[src/rtl/lcd_ctrl_pkg.sv]
// Shared encodings and constants for the LCD sequencing controller.
package lcd_ctrl_pkg;

    // Top-level sequencing states
    typedef enum logic [2:0] {
        TOP_PWRUP = 3'd0,
        TOP_INIT  = 3'd1,
        TOP_IDLE  = 3'd2,
        TOP_ADDR  = 3'd3,
        TOP_DIGIT = 3'd4
    } top_state_e;

    // Phases of a single LCD transfer
    typedef enum logic [2:0] {
        PH_IDLE   = 3'd0,
        PH_SETUP  = 3'd1,
        PH_STROBE = 3'd2,
        PH_HOLD   = 3'd3,
        PH_WAIT   = 3'd4
    } phase_e;

    // Fixed DDRAM address command and digit character prefix used by the datapath
    localparam logic [7:0] ADDR_CMD     = 8'hCE;
    localparam logic [3:0] DIGIT_PREFIX = 4'b0011;

    // Last index of both the init sequence and the digit sequence
    localparam logic [1:0] LAST_IDX = 2'd3;

    // Larger of two cycle counts
    function automatic int unsigned max_u(input int unsigned a, input int unsigned b);
        return (a > b) ? a : b;
    endfunction

    // Counter width able to hold max_val (never narrower than one bit)
    function automatic int unsigned cnt_width(input int unsigned max_val);
        return (max_val < 1) ? 1 : $clog2(max_val + 1);
    endfunction

endpackage

[src/rtl/lcd_ctrl_if.sv]
// Bundle between the sequencing controller and the LCD datapath / pins.
interface lcd_ctrl_if;
    logic       update;
    logic [1:0] init_sel;
    logic [1:0] mux_sel;
    logic       data_sel;
    logic       DB_sel;
    logic       lcd_rs;
    logic       lcd_rw;
    logic       lcd_e;
    logic       ready;

    // Controller side
    modport master (
        input  update,
        output init_sel, mux_sel, data_sel, DB_sel, lcd_rs, lcd_rw, lcd_e, ready
    );

    // Top-level / datapath side
    modport slave (
        output update,
        input  init_sel, mux_sel, data_sel, DB_sel, lcd_rs, lcd_rw, lcd_e, ready
    );
endinterface

[src/rtl/lcd_strobe.sv]
// Transfer phase engine: SETUP -> STROBE (E high) -> HOLD -> WAIT, one shared down-counter.
module lcd_strobe
    import lcd_ctrl_pkg::*;
#(
    parameter int unsigned SETUP_CYC      = 2,
    parameter int unsigned EPULSE_CYC     = 4,
    parameter int unsigned HOLD_CYC       = 2,
    parameter int unsigned CMD_WAIT_CYC   = 10,
    parameter int unsigned CLEAR_WAIT_CYC = 30
) (
    input  logic clk,
    input  logic reset,
    input  logic i_start,
    input  logic i_wait_long,
    output logic o_lcd_e,
    output logic o_done_c
);

    localparam int unsigned MAX_CYC = max_u(max_u(max_u(SETUP_CYC, EPULSE_CYC), HOLD_CYC),
                                            max_u(CMD_WAIT_CYC, CLEAR_WAIT_CYC));
    localparam int unsigned CNT_W   = cnt_width(MAX_CYC);

    phase_e           r_phase;
    phase_e           w_phase_nxt;
    logic [CNT_W-1:0] r_cnt;
    logic [CNT_W-1:0] w_cnt_nxt;
    logic             r_wait_long;
    logic             w_wait_long_nxt;
    logic             r_e;
    logic             w_done_c;

    // Last WAIT cycle; a new start here chains straight into the next SETUP
    assign w_done_c = (r_phase == PH_WAIT) && (r_cnt == '0);
    assign o_done_c = w_done_c;
    assign o_lcd_e  = r_e;

    // Phase register, counter and E strobe
    always_ff @(posedge clk or posedge reset) begin
        if (reset) begin
            r_phase     <= PH_IDLE;
            r_cnt       <= '0;
            r_wait_long <= 1'b0;
            r_e         <= 1'b0;
        end else begin
            r_phase     <= w_phase_nxt;
            r_cnt       <= w_cnt_nxt;
            r_wait_long <= w_wait_long_nxt;
            r_e         <= (w_phase_nxt == PH_STROBE);
        end
    end

    // Phase sequencing; counter holds remaining cycles minus one
    always_comb begin
        w_phase_nxt     = r_phase;
        w_cnt_nxt       = r_cnt;
        w_wait_long_nxt = r_wait_long;

        unique case (r_phase)
            PH_IDLE: begin
            end
            PH_SETUP: begin
                if (r_cnt == '0) begin
                    w_phase_nxt = PH_STROBE;
                    w_cnt_nxt   = CNT_W'(EPULSE_CYC - 1);
                end else begin
                    w_cnt_nxt   = r_cnt - CNT_W'(1);
                end
            end
            PH_STROBE: begin
                if (r_cnt == '0) begin
                    w_phase_nxt = PH_HOLD;
                    w_cnt_nxt   = CNT_W'(HOLD_CYC - 1);
                end else begin
                    w_cnt_nxt   = r_cnt - CNT_W'(1);
                end
            end
            PH_HOLD: begin
                if (r_cnt == '0) begin
                    w_phase_nxt = PH_WAIT;
                    w_cnt_nxt   = r_wait_long ? CNT_W'(CLEAR_WAIT_CYC - 1)
                                              : CNT_W'(CMD_WAIT_CYC - 1);
                end else begin
                    w_cnt_nxt   = r_cnt - CNT_W'(1);
                end
            end
            PH_WAIT: begin
                if (r_cnt == '0) begin
                    w_phase_nxt = PH_IDLE;
                end else begin
                    w_cnt_nxt   = r_cnt - CNT_W'(1);
                end
            end
            default: begin
                w_phase_nxt = PH_IDLE;
            end
        endcase

        if (i_start && ((r_phase == PH_IDLE) || w_done_c)) begin
            w_phase_nxt     = PH_SETUP;
            w_cnt_nxt       = CNT_W'(SETUP_CYC - 1);
            w_wait_long_nxt = i_wait_long;
        end
    end

endmodule

[src/rtl/lcd_ctrl.sv]
// LCD sequencing controller: power-up wait, init commands, periodic/requested display refresh.
module lcd_ctrl
    import lcd_ctrl_pkg::*;
#(
    parameter int unsigned POWERUP_CYC    = 20,
    parameter int unsigned SETUP_CYC      = 2,
    parameter int unsigned EPULSE_CYC     = 4,
    parameter int unsigned HOLD_CYC       = 2,
    parameter int unsigned CMD_WAIT_CYC   = 10,
    parameter int unsigned CLEAR_WAIT_CYC = 30,
    parameter int unsigned CLEAR_SEL      = 2,
    parameter int unsigned REFRESH_CYC    = 200
) (
    input  logic       clk,
    input  logic       reset,
    lcd_ctrl_if.master bus
);

    localparam int unsigned TMR_W = cnt_width(max_u(POWERUP_CYC, REFRESH_CYC));

    top_state_e       r_state;
    top_state_e       w_state_nxt;
    logic [1:0]       r_idx;
    logic [1:0]       w_idx_nxt;
    logic [TMR_W-1:0] r_timer;
    logic [TMR_W-1:0] w_timer_nxt;
    logic             r_pending;
    logic             w_pending_nxt;
    logic [1:0]       r_init_sel;
    logic [1:0]       w_init_sel_nxt;
    logic [1:0]       r_mux_sel;
    logic [1:0]       w_mux_sel_nxt;
    logic             r_data_sel;
    logic             w_data_sel_nxt;
    logic             r_db_sel;
    logic             w_db_sel_nxt;
    logic             r_rs;
    logic             w_rs_nxt;
    logic             r_ready;
    logic             w_load_init;
    logic             w_load_addr;
    logic             w_load_digit;
    logic             w_start;
    logic             w_wait_long;
    logic             w_done_c;
    logic             w_lcd_e;

    lcd_strobe #(
        .SETUP_CYC      (SETUP_CYC),
        .EPULSE_CYC     (EPULSE_CYC),
        .HOLD_CYC       (HOLD_CYC),
        .CMD_WAIT_CYC   (CMD_WAIT_CYC),
        .CLEAR_WAIT_CYC (CLEAR_WAIT_CYC)
    ) u_strobe (
        .clk         (clk),
        .reset       (reset),
        .i_start     (w_start),
        .i_wait_long (w_wait_long),
        .o_lcd_e     (w_lcd_e),
        .o_done_c    (w_done_c)
    );

    assign bus.init_sel = r_init_sel;
    assign bus.mux_sel  = r_mux_sel;
    assign bus.data_sel = r_data_sel;
    assign bus.DB_sel   = r_db_sel;
    assign bus.lcd_rs   = r_rs;
    assign bus.lcd_rw   = 1'b0;
    assign bus.lcd_e    = w_lcd_e;
    assign bus.ready    = r_ready;

    // Top state, sequence index, timer, pending request and select registers
    always_ff @(posedge clk or posedge reset) begin
        if (reset) begin
            r_state    <= TOP_PWRUP;
            r_idx      <= '0;
            r_timer    <= '0;
            r_pending  <= 1'b0;
            r_init_sel <= '0;
            r_mux_sel  <= '0;
            r_data_sel <= 1'b0;
            r_db_sel   <= 1'b1;
            r_rs       <= 1'b0;
            r_ready    <= 1'b0;
        end else begin
            r_state    <= w_state_nxt;
            r_idx      <= w_idx_nxt;
            r_timer    <= w_timer_nxt;
            r_pending  <= w_pending_nxt;
            r_init_sel <= w_init_sel_nxt;
            r_mux_sel  <= w_mux_sel_nxt;
            r_data_sel <= w_data_sel_nxt;
            r_db_sel   <= w_db_sel_nxt;
            r_rs       <= w_rs_nxt;
            r_ready    <= (w_state_nxt == TOP_IDLE);
        end
    end

    // Sequencing decisions; selects are only loaded together with a transfer start
    always_comb begin
        w_state_nxt    = r_state;
        w_idx_nxt      = r_idx;
        w_timer_nxt    = r_timer;
        w_pending_nxt  = r_pending | bus.update;
        w_init_sel_nxt = r_init_sel;
        w_mux_sel_nxt  = r_mux_sel;
        w_data_sel_nxt = r_data_sel;
        w_db_sel_nxt   = r_db_sel;
        w_rs_nxt       = r_rs;
        w_load_init    = 1'b0;
        w_load_addr    = 1'b0;
        w_load_digit   = 1'b0;
        w_start        = 1'b0;
        w_wait_long    = 1'b0;

        unique case (r_state)
            TOP_PWRUP: begin
                if (r_timer == TMR_W'(POWERUP_CYC - 1)) begin
                    w_state_nxt = TOP_INIT;
                    w_idx_nxt   = '0;
                    w_load_init = 1'b1;
                end else begin
                    w_timer_nxt = r_timer + TMR_W'(1);
                end
            end
            TOP_INIT: begin
                if (w_done_c) begin
                    if (r_idx == LAST_IDX) begin
                        w_state_nxt = TOP_ADDR;
                        w_load_addr = 1'b1;
                    end else begin
                        w_idx_nxt   = r_idx + 2'd1;
                        w_load_init = 1'b1;
                    end
                end
            end
            TOP_ADDR: begin
                if (w_done_c) begin
                    w_state_nxt  = TOP_DIGIT;
                    w_idx_nxt    = '0;
                    w_load_digit = 1'b1;
                end
            end
            TOP_DIGIT: begin
                if (w_done_c) begin
                    if (r_idx == LAST_IDX) begin
                        w_state_nxt = TOP_IDLE;
                        w_timer_nxt = '0;
                    end else begin
                        w_idx_nxt    = r_idx + 2'd1;
                        w_load_digit = 1'b1;
                    end
                end
            end
            TOP_IDLE: begin
                if (r_pending || bus.update || (r_timer == TMR_W'(REFRESH_CYC - 1))) begin
                    w_state_nxt   = TOP_ADDR;
                    w_timer_nxt   = '0;
                    w_pending_nxt = 1'b0;
                    w_load_addr   = 1'b1;
                end else begin
                    w_timer_nxt   = r_timer + TMR_W'(1);
                end
            end
            default: begin
                w_state_nxt = TOP_PWRUP;
                w_timer_nxt = '0;
            end
        endcase

        if (w_load_init) begin
            w_start        = 1'b1;
            w_wait_long    = (w_idx_nxt == 2'(CLEAR_SEL));
            w_init_sel_nxt = w_idx_nxt;
            w_data_sel_nxt = 1'b0;
            w_db_sel_nxt   = 1'b1;
            w_rs_nxt       = 1'b0;
        end
        if (w_load_addr) begin
            w_start        = 1'b1;
            w_db_sel_nxt   = 1'b0;
            w_rs_nxt       = 1'b0;
        end
        if (w_load_digit) begin
            // Digits go out most significant first: count3 .. count0
            w_start        = 1'b1;
            w_mux_sel_nxt  = ~w_idx_nxt;
            w_data_sel_nxt = 1'b1;
            w_db_sel_nxt   = 1'b1;
            w_rs_nxt       = 1'b1;
        end
    end

endmodule

[src/flat_wrapper.sv]
// flat-port wrapper written by rule: the top's interface ports become plain ports
module lcd_ctrl_flat import lcd_ctrl_pkg::*;
#(
    parameter int unsigned POWERUP_CYC    = 20,
    parameter int unsigned SETUP_CYC      = 2,
    parameter int unsigned EPULSE_CYC     = 4,
    parameter int unsigned HOLD_CYC       = 2,
    parameter int unsigned CMD_WAIT_CYC   = 10,
    parameter int unsigned CLEAR_WAIT_CYC = 30,
    parameter int unsigned CLEAR_SEL      = 2,
    parameter int unsigned REFRESH_CYC    = 200
)
  (clk, reset, bus_update, bus_init_sel, bus_mux_sel, bus_data_sel, bus_DB_sel, bus_lcd_rs, bus_lcd_rw, bus_lcd_e, bus_ready);
  lcd_ctrl_if bus_i ();
  input  logic clk;
  input  logic reset;
  input wire logic [$bits(bus_i.update)-1:0] bus_update;
  output wire logic [$bits(bus_i.init_sel)-1:0] bus_init_sel;
  output wire logic [$bits(bus_i.mux_sel)-1:0] bus_mux_sel;
  output wire logic [$bits(bus_i.data_sel)-1:0] bus_data_sel;
  output wire logic [$bits(bus_i.DB_sel)-1:0] bus_DB_sel;
  output wire logic [$bits(bus_i.lcd_rs)-1:0] bus_lcd_rs;
  output wire logic [$bits(bus_i.lcd_rw)-1:0] bus_lcd_rw;
  output wire logic [$bits(bus_i.lcd_e)-1:0] bus_lcd_e;
  output wire logic [$bits(bus_i.ready)-1:0] bus_ready;
  assign bus_i.update = bus_update;
  assign bus_init_sel = bus_i.init_sel;
  assign bus_mux_sel = bus_i.mux_sel;
  assign bus_data_sel = bus_i.data_sel;
  assign bus_DB_sel = bus_i.DB_sel;
  assign bus_lcd_rs = bus_i.lcd_rs;
  assign bus_lcd_rw = bus_i.lcd_rw;
  assign bus_lcd_e = bus_i.lcd_e;
  assign bus_ready = bus_i.ready;
  lcd_ctrl #(.POWERUP_CYC(POWERUP_CYC), .SETUP_CYC(SETUP_CYC), .EPULSE_CYC(EPULSE_CYC), .HOLD_CYC(HOLD_CYC), .CMD_WAIT_CYC(CMD_WAIT_CYC), .CLEAR_WAIT_CYC(CLEAR_WAIT_CYC), .CLEAR_SEL(CLEAR_SEL), .REFRESH_CYC(REFRESH_CYC)) u_core (.clk(clk), .reset(reset), .bus(bus_i));
endmodule
[config.mk]
export PLATFORM = sky130hd
export DESIGN_NAME = lcd_ctrl_flat
export DESIGN_NICKNAME = d
export VERILOG_FILES = /design/src/rtl/lcd_ctrl_pkg.sv /design/src/rtl/lcd_ctrl_if.sv /design/src/rtl/lcd_strobe.sv /design/src/rtl/lcd_ctrl.sv /design/src/flat_wrapper.sv
export SDC_FILE = /design/constraint.sdc
export NUM_CORES = 1
export LEC_CHECK = 0
export ABC_AREA = 1
export CAP_MARGIN = 15
export CORE_MARGIN = 1
export CORE_UTILIZATION = 43
export CTS_CLUSTER_SIZE = 28
export DETAILED_ROUTE_END_ITERATION = 10
export GPL_TIMING_DRIVEN = 0
export PLACE_DENSITY = 0.72
export REMOVE_ABC_BUFFERS = 1
export SLEW_MARGIN = 20
export SYNTH_ARGS = -nofsm -noshare
export SYNTH_HDL_FRONTEND = slang
export SYNTH_SLANG_ARGS = --single-unit
[constraint.sdc]
create_clock -name clk -period 3.9 [get_ports clk]
set_input_delay 0.975 -clock clk [delete_from_list [all_inputs] [get_ports clk]]
set_output_delay 0.975 -clock clk [all_outputs]
set_load 0.03 [all_outputs]
# After elaboration in Yosys (flattened, before gate mapping)
# Cells that the tools add are included.
# W data, S select, Z words.
[op_classes] add_sub_neg=3 n_eq_ne=18 muxes=54 bitwise=3 n_reduce_logical=15
[ops] operator="$mux W3" count=12
[ops] operator="$mux W8" count=4
[ops] operator="$pmux W8 S4" count=1
[ops] operator="$mux W5" count=6
[ops] operator="$pmux W3 S5" count=2
[ops] operator="$mux W1" count=20
[ops] operator="$pmux W5 S4" count=1
[ops] operator="$eq A3 B2 Y1 const B" count=6
[ops] operator="$add A8 B1 Y8 const B" count=1
[ops] operator="$eq A8 B5 Y1 const B" count=1
[ops] operator="$eq A8 B8 Y1 const B" count=1
[ops] operator="$mux W2" count=4
[ops] operator="$eq A3 B1 Y1 const B" count=2
[ops] operator="$eq A3 B3 Y1 const B" count=2
[ops] operator="$logic_not A3 Y1" count=2
[ops] operator="$pmux W1 S2" count=3
[ops] operator="$pmux W2 S3" count=1
[ops] operator="$logic_not A5 Y1" count=1
[ops] operator="$reduce_bool A5 Y1" count=1
[ops] operator="$sub A5 B1 Y5 const B" count=1
[ops] operator="$eq A2 B2 Y1 const B" count=2
[ops] operator="$ne A2 B2 Y1 const B" count=2
[ops] operator="$reduce_and A4 Y1" count=1
[ops] operator="$reduce_or A2 Y1" count=2
[ops] operator="other kinds (11)" count=14
[totals] register_bits=32 inputBits=3 elab_cells=107

# Longest topological paths before layout
# Gate-level depths: netlist (run 1).
[depth] word_depth=10 depth_mapped=13 depth_no_buf=13

# Hierarchy
# Synthesis (run 1) repeated with hierarchy kept, for this count alone.
[unflattened] hier_cells=293 hier_area_um2=2097.0
[modules_own_cells] module="lcd_ctrl" n_inst=1 cells_per_inst=207 area_each_um2=1437.6 seq_area_each_um2=551.8
[modules_own_cells] module="lcd_strobe" n_inst=1 cells_per_inst=86 area_each_um2=659.4 seq_area_each_um2=250.2

# Worst setup path after synthesis (run 1)
# No wires, ideal clock.
[synth_timing] path_kind="input to register" start="input port bus_update" end="register u_core.u_strobe.r_cnt[0]" setup_time_ps=126 t_arrival_ps=1594 required_ps=3774 path_slack_ps=2180 path_stages=8 cell_sequence="nor2_1 nand2_2 nand2_2 nand2_2 inv_2 nand2_4 nand2_4 nand3_1"
[synth_via] elab_chain_len=9
[synth_rtl] element="start, declared" line="flat_wrapper.sv:17" text="input wire logic [$bits(bus_i.update)-1:0] bus_update;"
[synth_rtl] element="$logic_or A1 B1 Y1 * (2 in a row)" line="lcd_ctrl.sv:156" text="if (r_pending || bus.update || (r_timer == TMR_W'(REFRESH_CYC - 1))) begin"
[synth_rtl] element="$mux W1 *" line="lcd_ctrl.sv:156"
[synth_rtl] element="$pmux W1 S2 *" line="lcd_ctrl.sv:116" text="unique case (r_state)"
[synth_rtl] element="$mux W1 *" line="lcd_ctrl.sv:179" text="if (w_load_addr) begin"
[synth_rtl] element="$mux W1 *" line="lcd_ctrl.sv:184" text="if (w_load_digit) begin"
[synth_rtl] element="$logic_and A1 B1 Y1 *" line="lcd_strobe.sv:98" text="if (i_start && ((r_phase == PH_IDLE) || w_done_c)) begin"
[synth_rtl] element="$ne A3 B2 Y1 (no line) or $reduce_bool A5 Y1 (tied branches)"
[synth_rtl] element="$reduce_and A2 Y1 (no line)"
[synth_rtl] element="end signal, assigned" line="lcd_strobe.sv:46" text="r_cnt <= w_cnt_nxt;"
[synth_rtl] element="end, declared" line="lcd_strobe.sv:25" text="logic [CNT_W-1:0] r_cnt;"
# Mark *: on every way between the ends. The rest lies on a longest branch, timed or not.
# A chain may end at the register's enable or synchronous reset.

# Worst setup path in the final report (run 1)
[layout_timing] start="register u_core.r_db_sel (netlist: u_core.bus.DB_sel)" end="output port bus_DB_sel"
[layout_lines] element="start, declared" line="lcd_ctrl.sv:35" text="logic r_db_sel;"
[layout_lines] element="start signal, assigned" line="lcd_ctrl.sv:93" text="r_db_sel <= w_db_sel_nxt;"
[layout_lines] element="end, declared" line="flat_wrapper.sv:21" text="output wire logic [$bits(bus_i.DB_sel)-1:0] bus_DB_sel;"
# No word-level cell between the ends.

==> results.py, run 1 <==
metrics = {
    "route": {
        "wire_per_inst_um": 11.2,
        "avgViaCountPerCell": 4.82,
        "wl_mm": 3.74,
        "drt-pass1-iter-count": 4,
        "vias": 1610,
        "drc": 0,
        "postRouteAntennaNets": 0,
        "drt_iter0_markers": 63,
    },
    "cts": {
        "cts_sinks": 32,
        "hold_buffers": 0,
        "cts_setup_buffers": 0,
        "htree_levels": 2,
        "clock_latency_ps": 280,
        "cts_tree": "built",
        "cts-resized-gates": 0,
        "cts_root_buf": "clkbuf_8",
        "cts-buffers-inserted": 5,
        "cts_buffer_depth": 2,
        "path_clk_slew_ps": 70,
    },
    "power_and_ir_drop": {
        "power_uw": 608,
        "leakagePower_nw": 1.21,
        "cellPowerDensity_nw_per_um2": 274,
        "ir_drop_v": 0.000200,
    },
    "grt": {
        "gr-usage-all-layers_pct": 17.5,
        "gr-total-overflow": 0,
        "grt_pass1_wl_mm": 6.71,
        "grt_max_degree": 33,
        "antenna_found_initial": 0,
        "grt_pass1_vias": 1492,
    },
    "finish": {
        "final_cells": 334,
        "final_core_util_pct": 50.6,
        "area_growth_pct": 13.1,
        "layout.nets": 287,
        "post-route-cell-area_sq_um": 2220,
        "drive_gt1_share_pct": 16.3,
        "fill_cells": 418,
        "antenna_cells": 0,
    },
    "synth": {
        "synthTopCellsByCount": "nand2_1 (86), inv_1 (32), dfrtp_1 (31), nor2_1 (15), nand3_1 (14)",
        "synth.distinct_cells": 33,
        "syn_inst": 264,
        "synth_area_leaders": "dfrtp_1 (40%), nand2_1 (16%), inv_1 (6.1%)",
        "ys.flop_type": "dfrtp_1",
        "ys.warnings.count": 0,
        "synth_edf_count": 0,
        "synth_top_area_share_pct": 39.5,
        "syn_avg_cell_area_sq_um": 7.43,
        "synth_most_common_cell": "nand2_1",
        "syn-cell-area_sq_um": 1960,
        "ys_seq_area_share_pct": 40.9,
        "synth_seq_cells": 32,
        "async_flop_share_pct": 100,
        "synth_top_area_cell": "dfrtp_1",
    },
    "timing": {
        "fin_worst_skew_ps": 6.55,
        "setup-violations-final": 0,
        "fin_crit_sh_pct": 63.2,
        "fin_ws_ps": 1440,
        "fmaxAchievable_mhz": 406,
        "hold_viol_final": 0,
        "grt_setup_unrepaired": "false",
        "report.final.slew_viol_count": 0,
        "timing.hold.ws_ps": 488,
        "tns_ps": 0,
        "tightestPinTransition_ps": 649,
        "slew_headroom_pct": 56.7,
        "period_minus_slack_ps": 2460,
    },
    "die": {
        "initial_core_util_pct": 44.7,
        "core_area_sq_um": 4380,
        "die_w_um": 69.5,
        "rows": 24,
        "boundaryPins": 13,
        "die_area_sq_um": 4840,
        "dieHeight_um": 69.5,
    },
    "hold_path": {
        "hold_depth": 2,
        "whs_endpoint": "u_core.bus.data_sel",
        "hp-start": "u_core.bus.data_sel",
        "min_path_type": "reg2reg",
    },
    "placed_design": {
        "gp_congestion": 0.859,
        "pre_cts_slack_ps": 1610,
        "dpl-instance-area_sq_um": 2130,
        "placed_cells": 326,
        "dp_hpwl_mm": 2.75,
        "io_buffers": 11,
    },
    "critical_path": {
        "path_buf_inv": 1,
        "cp-start-kind": "flip-flop",
        "worstPathMaxFanout": 2,
        "worstReg2RegStart": "u_core.u_strobe.r_cnt[0]",
        "critPathArrivalTime_ps": 1490,
        "cp_slowest_cell": "clkdlybuf4s50_1",
        "critical-path-top-delay-family": "buffers and inverters",
        "reg2reg_depth": 12,
        "r2r_end": "u_core.r_timer[0]",
        "regToRegSetupSlack_ps": 2070,
        "worstSetupPathType": "reg2out",
        "crit_chain": "clkdlybuf4s50_1",
        "crit_path_end_kind": "output port",
        "required_ps": 2920,
        "max_stage_delay_ps": 670,
    },
    "outcome": {
        "status": "completed",
    },
    "flow_run": {
        "max_cap_viol_count": 0,
    },
}
## cells by family after synthesis
group | Yosys count | share of synthesized area, %
adder cells (fa/ha/maj) | 3 | 1.91
AND/OR/NAND/NOR | 146 | 36.4
other | 1 | 0.191
AO/OA/AOI/OAI | 31 | 9.44
XOR/XNOR | 5 | 2.23
flip-flops | 32 | 40.9
buffers and inverters | 46 | 8.99
## cell type report
type	instances	area [sq um]	share of cell area, %
clock buffers	8	90.1	4.06
well taps	52	65.1	2.93
inverters	45	169	7.61
multi-input cells	186	983	44.3
repair buffers	11	110	4.96
flip-flops and latches	32	802	36.1
## worst max-delay path by stage
stage / start / to / depth (start not counted)
6_report: u_core.bus.DB_sel / bus_DB_sel / 1
3_5_place_dp: bus_update / u_core.u_strobe.o_lcd_e / 10
4_1_cts: u_core.bus.DB_sel / bus_DB_sel / 1
5_1_grt: u_core.bus.DB_sel / bus_DB_sel / 1
3_3_place_gp: reset / u_core.u_strobe.r_phase[0] / 2
2_1_floorplan: bus_update / u_core.u_strobe.r_cnt[0] / 8
## flip-flops by register name, indices dropped and copies added (netlist names)
register and flops:
u_core.r_timer 8, u_core.u_strobe.r_cnt 5, u_core.r_state 3, u_core.u_strobe.r_phase 3, u_core.bus.init_sel 2, u_core.bus.mux_sel 2, u_core.r_idx 2, u_core.bus.DB_sel 1
u_core.bus.data_sel 1, u_core.bus.lcd_rs 1, u_core.bus.ready 1, u_core.r_pending 1, u_core.u_strobe.o_lcd_e 1, u_core.u_strobe.r_wait_long 1
## placed cells by master (no fill, tap or decap), drive strengths merged, types with 2 or more instances in the layout
master         instances
ha                     3
nor2                  22
a21oi                  6
nand4                  4
nor3                   2
clkbuf                 8
o211ai                 4
nand2                 98
clkdlybuf4s50         11
xor2                   4
dfrtp                 31
a211oi                 3
inv                   44
nand3                 18
o21ai                 16
## layer usage
metal | share of wire (%) | vias to the layer above | track usage [%]
met5 | 0 | - | 0
met3 | 4.0 | 4 | 4.36
li1 | - | 856 | -
met4 | 1.4 | 0 | 6.80
met2 | 45 | 22 | 26.8
met1 | 50 | 728 | 23.9
## where the power goes
group	internal [mW]	total, mW	switching, mW
Sequential	0.332	0.332	0.00000000000000000494
Combinational	0.00183	0.00943	0.00760
Clock	0.144	0.267	0.123
Total	0.478	0.608	0.131
No activity file was read; power rests on OpenSTA's default activity.
==> run 2, diff against run 1 <==
- PLACE_DENSITY: 0.72 -> 0.74
- clock period: 3.9 -> 2.13 ns (I/O delays scaled with it)
==> results.py, run 2 (synthesis results as in run 1) <==
metrics = {
    "timing": {
        "hold_viol_final": 0,
        "timing.hold.ws_ps": 482,
        "fin_ws_ps": 103,
        "slew_headroom_pct": 57.1,
        "tightestPinTransition_ps": 643,
        "setup-violations-final": 0,
        "fin_crit_sh_pct": 95.2,
        "report.final.slew_viol_count": 0,
        "period_minus_slack_ps": 2030,
        "fin_worst_skew_ps": 8.80,
        "grt_setup_unrepaired": "false",
        "fmaxAchievable_mhz": 493,
        "tns_ps": 0,
    },
    "critical_path": {
        "crit_chain": "clkdlybuf4s50_1",
        "cp_slowest_cell": "clkdlybuf4s50_1",
        "worstReg2RegStart": "u_core.u_strobe.r_cnt[0]",
        "path_buf_inv": 1,
        "max_stage_delay_ps": 670,
        "critPathArrivalTime_ps": 1490,
        "required_ps": 1600,
        "critical-path-top-delay-family": "buffers and inverters",
        "worstPathMaxFanout": 2,
        "crit_start": "u_core.bus.DB_sel",
        "crit_path_end_kind": "output port",
        "worstSetupPathType": "reg2out",
        "cp-start-kind": "flip-flop",
    },
    "route": {
        "drc": 0,
        "wl_mm": 3.94,
        "avgViaCountPerCell": 4.93,
        "vias": 1647,
        "wire_per_inst_um": 11.8,
        "drt-pass1-iter-count": 4,
        "drt_iter0_markers": 60,
        "postRouteAntennaNets": 0,
    },
    "placed_design": {
        "placed_cells": 326,
        "dp_hpwl_mm": 2.89,
        "pre_cts_slack_ps": 278,
        "gp_congestion": 0.809,
        "io_buffers": 11,
    },
    "die": {
        "die_area_sq_um": 4840,
        "core_area_sq_um": 4380,
        "dieHeight_um": 69.5,
        "initial_core_util_pct": 44.7,
        "boundaryPins": 13,
        "die_w_um": 69.5,
        "rows": 24,
    },
    "grt": {
        "grt_max_degree": 33,
        "antenna_found_initial": 0,
        "gr-usage-all-layers_pct": 18.6,
        "grt_pass1_wl_mm": 7.17,
        "grt_pass1_vias": 1652,
        "gr-total-overflow": 0,
    },
    "finish": {
        "largestRegisters": "u_core.r_timer: 8 flops, u_core.u_strobe.r_cnt: 5 flops",
        "multi_input_area_sq_um": 983,
        "final_common_cell": "nand2_1",
        "top_register": "u_core.r_timer",
        "layout.nets": 287,
        "largest_reg_flops": 8,
        "regArea_sq_um": 802,
        "mostFrequentLayoutCells": "nand2_1 (86), inv_1 (31), dfrtp_1 (31), nor2_1 (15), nand3_1 (14)",
        "antenna_cells": 0,
        "drive_gt1_share_pct": 17.0,
        "final_cells": 334,
        "area_growth_pct": 15.0,
        "fill_cells": 418,
    },
    "power_and_ir_drop": {
        "ir_drop_v": 0.000306,
        "cellPowerDensity_nw_per_um2": 560,
        "leakagePower_nw": 1.23,
    },
    "cts": {
        "cts_setup_buffers": 0,
        "cts-resized-gates": 0,
        "cts-buffers-inserted": 5,
        "hold_buffers": 0,
        "htree_levels": 2,
        "cts_root_buf": "clkbuf_8",
        "clock_latency_ps": 290,
        "path_clk_slew_ps": 70,
        "cts_sinks": 32,
        "cts_tree": "built",
        "cts_buffer_depth": 2,
    },
    "outcome": {
        "status": "completed",
    },
    "hold_path": {
        "min_path_type": "reg2reg",
        "hp-start": "u_core.u_strobe.r_wait_long",
    },
    "flow_run": {
        "max_cap_viol_count": 0,
    },
}
==> run 2: per-layer routing <==
layer | vias up | track usage, % | wire [um]
met2 | 36 | 30.6 | 1890
li1 | 856 | - | -
met3 | 6 | 4.36 | 151
met4 | 0 | 6.80 | 48
met1 | 749 | 23.8 | 1850
met5 | - | 0 | 0
==> run 2: where the power goes <==
part / switching [mW] / leakage, nW / internal (mW)
logic: 0.0138 / 0.791 / 0.00335
clock network: 0.227 / 0.0645 / 0.413
registers: 0.0000000000000000101 / 0.372 / 0.608
total: 0.240 / 1.23 / 1.02
==> run 2: worst paths after layout <==
check | slack, ps | endpoint | depth (start not counted)
hold reg to reg | 480 | u_core.u_strobe.r_wait_long | 2
max in group asynchronous | 1050 | u_core.r_timer[1] | 2
hold / removal | 480 | u_core.u_strobe.r_wait_long | 2
setup / recovery | 100 | bus_DB_sel | 1
min in group asynchronous | 650 | u_core.r_pending | 2
setup reg to reg | 280 | u_core.r_timer[0] | 12
==> run 2: final cells by class <==
cell class                      count  area share [%]
Tap cell                           52            2.88
Sequential cell                    32            35.6
Clock inverter                      1            1.33
Timing Repair Buffer               11            4.88
Clock buffer                        7            4.27
Inverter                           45            7.49
Multi-Input combinational cell    186            43.6
==> run 2: stage by stage <==
| stage | total power [mW] | cell area, sq um | utilization, % |
|---|---|---|---|
| finish | 1.26 | 2260 | 51.5 |
| global route | 1.30 | 2260 | 51.5 |
| CTS | 1.28 | 2260 | 51.5 |
| detailed placement | 0.637 | 2130 | 48.6 |
| global placement | 0.637 | 2130 | 48.6 |
| floorplan | 0.630 | 1950 | - |
==> run 3, diff against run 2 <==
- CORE_MARGIN: 1 -> 4
==> results.py, run 3 (synthesis results as in run 1) <==
metrics = {
    "outcome": {
        "status": "completed",
    },
    "route": {
        "vias": 1618,
        "wl_mm": 3.65,
        "drc": 0,
        "drt_iter0_markers": 51,
        "postRouteAntennaNets": 0,
        "wire_per_inst_um": 10.9,
        "avgViaCountPerCell": 4.84,
        "drt-pass1-iter-count": 4,
    },
    "die": {
        "die_area_sq_um": 5710,
        "boundaryPins": 13,
        "rows": 24,
        "dieHeight_um": 75.5,
        "initial_core_util_pct": 44.7,
        "die_w_um": 75.5,
        "core_area_sq_um": 4380,
    },
    "cts": {
        "cts_sinks": 32,
        "clock_latency_ps": 280,
        "cts-buffers-inserted": 5,
        "path_clk_slew_ps": 60,
        "cts_tree": "built",
        "cts_root_buf": "clkbuf_8",
        "hold_buffers": 0,
        "htree_levels": 2,
        "cts_setup_buffers": 0,
        "cts-resized-gates": 0,
        "cts_buffer_depth": 2,
    },
    "power_and_ir_drop": {
        "cellPowerDensity_nw_per_um2": 493,
        "ir_drop_v": 0.000475,
        "leakagePower_nw": 1.21,
    },
    "critical_path": {
        "worstPathMaxFanout": 2,
        "crit_path_end_kind": "output port",
        "path_buf_inv": 1,
        "critPathArrivalTime_ps": 1470,
        "cp-start-kind": "flip-flop",
        "critical-path-top-delay-family": "buffers and inverters",
        "max_stage_delay_ps": 670,
        "cp_slowest_cell": "clkdlybuf4s50_1",
        "regToRegSetupSlack_ps": 340,
        "required_ps": 1600,
        "crit_chain": "clkdlybuf4s50_1",
        "worstSetupPathType": "reg2out",
    },
    "placed_design": {
        "io_buffers": 11,
        "dpl-instance-area_sq_um": 2130,
        "gp_congestion": 0.839,
        "placed_cells": 326,
        "dp_hpwl_mm": 2.78,
    },
    "grt": {
        "grt_max_degree": 33,
        "grt_pass1_wl_mm": 6.47,
        "gr-usage-all-layers_pct": 14.7,
        "antenna_found_initial": 0,
        "grt_pass1_vias": 1451,
        "gr-total-overflow": 0,
    },
    "timing": {
        "fin_crit_sh_pct": 94.0,
        "tns_ps": 0,
        "fin_worst_skew_ps": 7.28,
        "timing.hold.ws_ps": 477,
        "slew_headroom_pct": 56.5,
        "period_minus_slack_ps": 2000,
        "report.final.slew_viol_count": 0,
        "hold_viol_final": 0,
        "tightestPinTransition_ps": 652,
        "fmaxAchievable_mhz": 499,
        "setup-violations-final": 0,
        "grt_setup_unrepaired": "false",
    },
    "finish": {
        "layout.nets": 287,
        "largest_reg_flops": 8,
        "final_common_cell": "nand2_1",
        "top_register": "u_core.r_timer",
        "drive_gt1_share_pct": 17.0,
        "area_growth_pct": 13.3,
        "final_cells": 334,
        "mostFrequentLayoutCells": "nand2_1 (86), inv_1 (31), dfrtp_1 (31), nor2_1 (15), nand3_1 (14)",
        "post-route-cell-area_sq_um": 2220,
        "final_core_util_pct": 50.7,
        "antenna_cells": 0,
        "largestRegisters": "u_core.r_timer: 8 flops, u_core.u_strobe.r_cnt: 5 flops",
    },
    "hold_path": {
        "min_path_type": "reg2reg",
    },
    "flow_run": {
        "max_cap_viol_count": 0,
    },
}
[run 3: cell count changes in the layout (fill, tap and decap cells not counted)]
cell       change
bufinv_16      -1
clkbuf_8       -1
clkinv_2       +2
[run 3: final cells by class]
| cell class | count | area, sq um |
|---|---|---|
| fill | 422 | 2160 |
| multi-input combinational | 186 | 983 |
| sequential | 32 | 802 |
| inverter | 45 | 169 |
| timing repair buffer | 11 | 110 |
| clock buffer | 6 | 82.6 |
| tap | 52 | 65.1 |
| clock inverter | 2 | 10.0 |
[run 3: path summary, 6_finish.rpt]
path                                         endpoint                      from  cells past startpoint
worst max-delay path                       bus_DB_sel         u_core.bus.DB_sel                      1
worst min-delay path              u_core.bus.data_sel       u_core.bus.data_sel                      2
worst max register to register  u_core.bus.mux_sel[0]  u_core.u_strobe.r_cnt[0]                     10
worst min register to register    u_core.bus.data_sel       u_core.bus.data_sel                      2
max in group asynchronous            u_core.bus.ready                     reset                      2
min in group asynchronous            u_core.r_pending                     reset                      2
[run 3: through the flow]
step / power, mW / setup slack (ps)
3_3_place_gp: 0.637 / 143
5_1_grt: 1.14 / 89.8
2_1_floorplan: 0.630 / 528
6_report: 1.09 / 128
4_1_cts: 1.11 / 105
3_5_place_dp: 0.638 / 276
[run 3: worst reg2reg max path: stages, from the launching register on]
cell     delay [ps]
dfrtp_1         380
inv_1           110
ha_1            180
nand2_1          90
nor2_4          230
nand2_1         140
nand2_1         130
nand3_1         110
o21ai_2         220
nand2_1          90
nand2_1          70
[run 3: where the power goes]
group                  switching (mW)  internal, mW  leakage, nW  total, mW
clock network                   0.212         0.257       0.0510      0.469
logic                          0.0141       0.00335        0.791     0.0174
registers      0.00000000000000000905         0.608        0.372      0.608
total                           0.226         0.869         1.21       1.09
[run 3: layer usage]
| metal | up-vias | track usage [%] | routed length [um] |
|---|---|---|---|
| met1 | 728 | 20.0 | 1820 |
| met5 | - | 0 | 0 |
| li1 | 865 | - | - |
| met2 | 21 | 23.6 | 1660 |
| met4 | 0 | 4.66 | 49 |
| met3 | 4 | 2.90 | 116 |
